`config.mk`:
```
export PLATFORM = sky130hd
export DESIGN_NAME = din_debounce_pulse
export DESIGN_NICKNAME = d
export VERILOG_FILES = /design/src/rtl/din_debounce_pulse.sv
export SDC_FILE = /design/constraint.sdc
export NUM_CORES = 1
export LEC_CHECK = 0
export BUFFER_PORTS_ARGS = -buffer_cell sky130_fd_sc_hd__buf_2
export CAP_MARGIN = 25
export CELL_PAD_IN_SITES_DETAIL_PLACEMENT = 1
export CELL_PAD_IN_SITES_GLOBAL_PLACEMENT = 1
export CORE_AREA = 2 2 41 43
export DETAILED_ROUTE_END_ITERATION = 6
export DIE_AREA = 0 0 43 45
export PLACE_DENSITY = 0.78
export SYNTH_ARGS = -nofsm -noshare
export SYNTH_HDL_FRONTEND = slang
export SYNTH_SLANG_ARGS = --single-unit
```
`constraint.sdc`:
```
create_clock -name clk -period 1.8 [get_ports clk]
set_input_delay 0.36 -clock clk [delete_from_list [all_inputs] [get_ports clk]]
set_output_delay 0.36 -clock clk [all_outputs]
set_load 0.02 [all_outputs]
```
`src/rtl/din_debounce_pulse.sv`:
```
// Synchronizes and debounces a bouncy raw input into a clean level and a one-cycle press pulse.
// Define DEBOUNCE_REL_PULSE_EN to add the rel_pulse output, which pulses on each accepted release.
module din_debounce_pulse #(
    parameter int SYNC_STAGES     = 2,
    parameter int DEBOUNCE_CYCLES = 4,
    parameter int CNT_W           = 8
) (
    input  logic clk,
    input  logic rst,
    input  logic raw_in,
    output logic level,
    output logic press_pulse
`ifdef DEBOUNCE_REL_PULSE_EN
    ,
    output logic rel_pulse
`endif
);

    localparam logic [1:0] LOW      = 2'd0;
    localparam logic [1:0] RISE_CHK = 2'd1;
    localparam logic [1:0] HIGH     = 2'd2;
    localparam logic [1:0] FALL_CHK = 2'd3;

    localparam logic [CNT_W-1:0] CNT_ONE  = CNT_W'(1);
    localparam logic [CNT_W-1:0] CNT_LAST = CNT_W'(DEBOUNCE_CYCLES - 1);

    logic [SYNC_STAGES-1:0] sync_q;
    logic                   s;
    logic [1:0]             state;
    logic [CNT_W-1:0]       cnt;

    always_ff @(posedge clk) begin
        if (rst) begin
            sync_q <= '0;
        end else begin
            sync_q <= {sync_q[SYNC_STAGES-2:0], raw_in};
        end
    end

    assign s = sync_q[SYNC_STAGES-1];

    // cnt holds how many consecutive samples have disagreed with the accepted level.
    always_ff @(posedge clk) begin
        if (rst) begin
            state       <= LOW;
            cnt         <= '0;
            level       <= 1'b0;
            press_pulse <= 1'b0;
`ifdef DEBOUNCE_REL_PULSE_EN
            rel_pulse   <= 1'b0;
`endif
        end else begin
            press_pulse <= 1'b0;
`ifdef DEBOUNCE_REL_PULSE_EN
            rel_pulse   <= 1'b0;
`endif
            case (state)
                LOW: begin
                    if (s) begin
                        state <= RISE_CHK;
                        cnt   <= CNT_ONE;
                    end else begin
                        cnt   <= '0;
                    end
                end
                RISE_CHK: begin
                    if (!s) begin
                        state <= LOW;
                        cnt   <= '0;
                    end else if (cnt == CNT_LAST) begin
                        state       <= HIGH;
                        level       <= 1'b1;
                        press_pulse <= 1'b1;
                        cnt         <= '0;
                    end else begin
                        cnt <= cnt + CNT_ONE;
                    end
                end
                HIGH: begin
                    if (!s) begin
                        state <= FALL_CHK;
                        cnt   <= CNT_ONE;
                    end else begin
                        cnt   <= '0;
                    end
                end
                FALL_CHK: begin
                    if (s) begin
                        state <= HIGH;
                        cnt   <= '0;
                    end else if (cnt == CNT_LAST) begin
                        state <= LOW;
                        level <= 1'b0;
                        cnt   <= '0;
`ifdef DEBOUNCE_REL_PULSE_EN
                        rel_pulse <= 1'b1;
`else
                        // Without the release pulse only level reports the release.
`endif
                    end else begin
                        cnt <= cnt + CNT_ONE;
                    end
                end
                default: begin
                    state <= LOW;
                    cnt   <= '0;
                    level <= 1'b0;
                end
            endcase
        end
    end

endmodule

```
==> results.py <==
metrics = {
    "place": {
        "dp_hpwl_um": 920,
        "port_buffers": 4,
        "globalplace.congestion": 0.713,
        "dp_cells": 82,
        "dp_slack_ps": 222,
    },
    "global_route": {
        "antenna_found_initial": 0,
        "grt_max_degree": 8,
        "grtUsageTotal": 0.151,
        "grt_overflow": 0,
        "grt_pass1_vias": 493,
        "grt_pass1_wl_mm": 2.12,
    },
    "clocking": {
        "htree_levels": 1,
        "cts_buffers": 3,
        "clock-sinks": 14,
        "post_cts_buffers": 0,
        "cts_max_path_buffers": 2,
        "path_clk_slew_ps": 80,
        "cts_root_buf": "clkbuf_4",
        "post_cts_resized": 0,
        "clkLatencyLatePin_ps": 270,
        "hold_buffers": 0,
        "cts_tree": "done",
    },
    "synth": {
        "yosysSeqAreaShare": 0.465,
        "ys_top_cells_by_count": "dfxtp_1 (14), nand3_1 (6), a21oi_1 (5)",
        "synth-edff-count": 0,
        "synth_top_area_share": 0.465,
        "synth_warnings": 0,
        "yosysTopAreaCell": "dfxtp_1",
        "async_reset_ff_frac": 0,
        "netlist_top_cells_area": "dfxtp_1 (46%), nand3_1 (5.0%), xor2_1 (4.4%), a21oi_1 (4.1%), o21ai_0 (3.3%)",
        "postSynthAreaPerCell_um2": 9.73,
        "syn-cell-area_um2": 603,
        "synth_most_common_cell": "dfxtp_1",
        "ys_ff_latch": 14,
        "syn-num-nets": 66,
        "synthFlopType": "dfxtp_1",
        "synth_cell_type_count": 28,
        "syn_inst": 62,
    },
    "layout": {
        "final_cell_count_no_fill": 85,
        "synthToLayoutAreaGrowth_pct": 10.8,
        "drive_gt1_frac": 0.174,
        "n_antenna_cell": 0,
        "nNetsFinal": 75,
    },
    "sta": {
        "fmax_ghz": 0.647,
        "rsz0062_at_grt": "no",
        "slew-limit-headroom": 0.582,
        "finalClockSkew_ps": 2.83,
        "fin_ws_ps": 254,
        "tightestPinTransition_ps": 618,
        "post-route-min-period_ps": 1550,
        "finalCritPeriodShare": 0.859,
        "hold_viol_final": 0,
        "setup_tns_ps": 0,
        "maxSlewViolCount": 0,
        "setup_viol": 0,
    },
    "critical_path": {
        "max_stage_delay_ps": 420,
        "cp-start-kind": "flip-flop",
        "path_cells": "ha_1 -> nor4b_1 -> buf_4 -> and4b_1 -> o21ai_0",
        "cp.required_ps": 1960,
        "worstSetupPathType": "reg -> reg",
        "critPathMaxFanout": 5,
        "slowest_stage": "dfxtp_1",
        "worstSetupEndpointType": "flip-flop",
        "cp.arrival_ps": 1710,
    },
    "floorplan": {
        "die_width_um": 43,
        "die_area_um2": 1940,
        "placementRows": 14,
        "die_h_um": 45,
        "initial_core_util": 0.410,
        "ios": 5,
        "core_um2": 1470,
    },
    "drt": {
        "wl_per_cell_um": 13.8,
        "firstDrtPassIters": 4,
        "detail-route-antenna-nets": 0,
        "drt_wl_total_mm": 1.17,
        "drtIter0Drc": 11,
        "vias": 473,
        "drcViolationCount": 0,
        "avgViaCountPerCell": 5.56,
    },
    "power": {
        "p_leak_nw": 0.233,
        "power_density_nw_per_um2": 740,
        "ir_drop_v": 0.000450,
    },
    "hold_path": {
        "hp-class": "in -> reg",
    },
    "status": {
        "status": "finished, final reports clean",
    },
    "flow_run": {
        "max-cap-violations": 0,
    },
}
-- layer usage --
| layer | part of all wire | up-vias | wire length, µm | track usage |
|---|---|---|---|---|
| met1 | 0.50 | 222 | 591 | 0.192 |
| met2 | 0.46 | 6 | 535 | 0.233 |
| li1 | - | 243 | - | - |
| met3 | 0.023 | 2 | 27 | 0.0360 |
| met5 | 0 | - | 0 | 0 |
| met4 | 0.016 | 0 | 19 | 0.0909 |
-- critical path: cells and delay by family, from the launching register on --
kind | cells | cell delay, ps
and+or+nand+nor | 2 | 460
buffers and inverters | 1 | 180
adders and majority gates | 1 | 290
AOI/OAI and AO/OA | 1 | 80
DFF | 1 | 420
-- cell usage in the layout (no fill, tap or decap), types with 3 or more instances in the layout --
cell type  instances
a21oi_1            5
buf_2              4
clkbuf_4           3
dfxtp_1           14
nand2b_1           3
nand3_1            6
o21ai_0            4
xor2_1             3
-- flip-flops by register name, summed over array words and instances, names as in the netlist, named ones only --
| name | flops |
|---|---|
| cnt | 8 |
| sync_q | 2 |
| press_pulse | 1 |
| level | 1 |
| state | 1 |
-- cell type report --
cell class                      count  area [µm²]
Clock buffer                        3        22.5
Fill cell                         185         803
Inverter                            2        7.51
Multi-Input combinational cell     45         310
Sequential cell                    14         280
Tap cell                           16        20.0
Timing Repair Buffer                5        27.5
-- metrics by stage --
stage                     utilization  hold slack, ps  power (mW)  cell area [µm²]
after CTS                       0.454             302       0.502              668
after global routing            0.454             319       0.517              668
after global placement          0.439             416       0.333              646
final                           0.454             300       0.494              668
after floorplan                     -             414       0.328              603
after detailed placement        0.439             433       0.334              646
-- worst paths after layout --
kind	start	endpoint	slack (ps)	cells after the start
max	cnt[0]$_SDFF_PP0_	level$_SDFFE_PP0P_	250	5
min	raw_in	sync_q[0]$_SDFF_PP0_	300	2
min reg2reg	sync_q[0]$_SDFF_PP0_	sync_q[1]$_SDFF_PP0_	450	1
max reg2reg	cnt[0]$_SDFF_PP0_	level$_SDFFE_PP0P_	250	5
-- power by group --
part / switching, mW / leakage [nW] / internal, mW / total, mW
registers: 0.00275 / 0.113 / 0.313 / 0.315
logic: 0.00494 / 0.106 / 0.00579 / 0.0107
clock network: 0.0910 / 0.0138 / 0.0773 / 0.168
total: 0.0987 / 0.233 / 0.396 / 0.494
-- logic make-up after synthesis --
group	synth area share
xor gates and xnor gates	0.0581
AOI/OAI and AO/OA	0.116
adders and majority gates	0.0207
buffers and inverters	0.0207
and+or+nand+nor	0.320
DFF	0.465
Note: power is estimated with default switching activity, not from simulation.
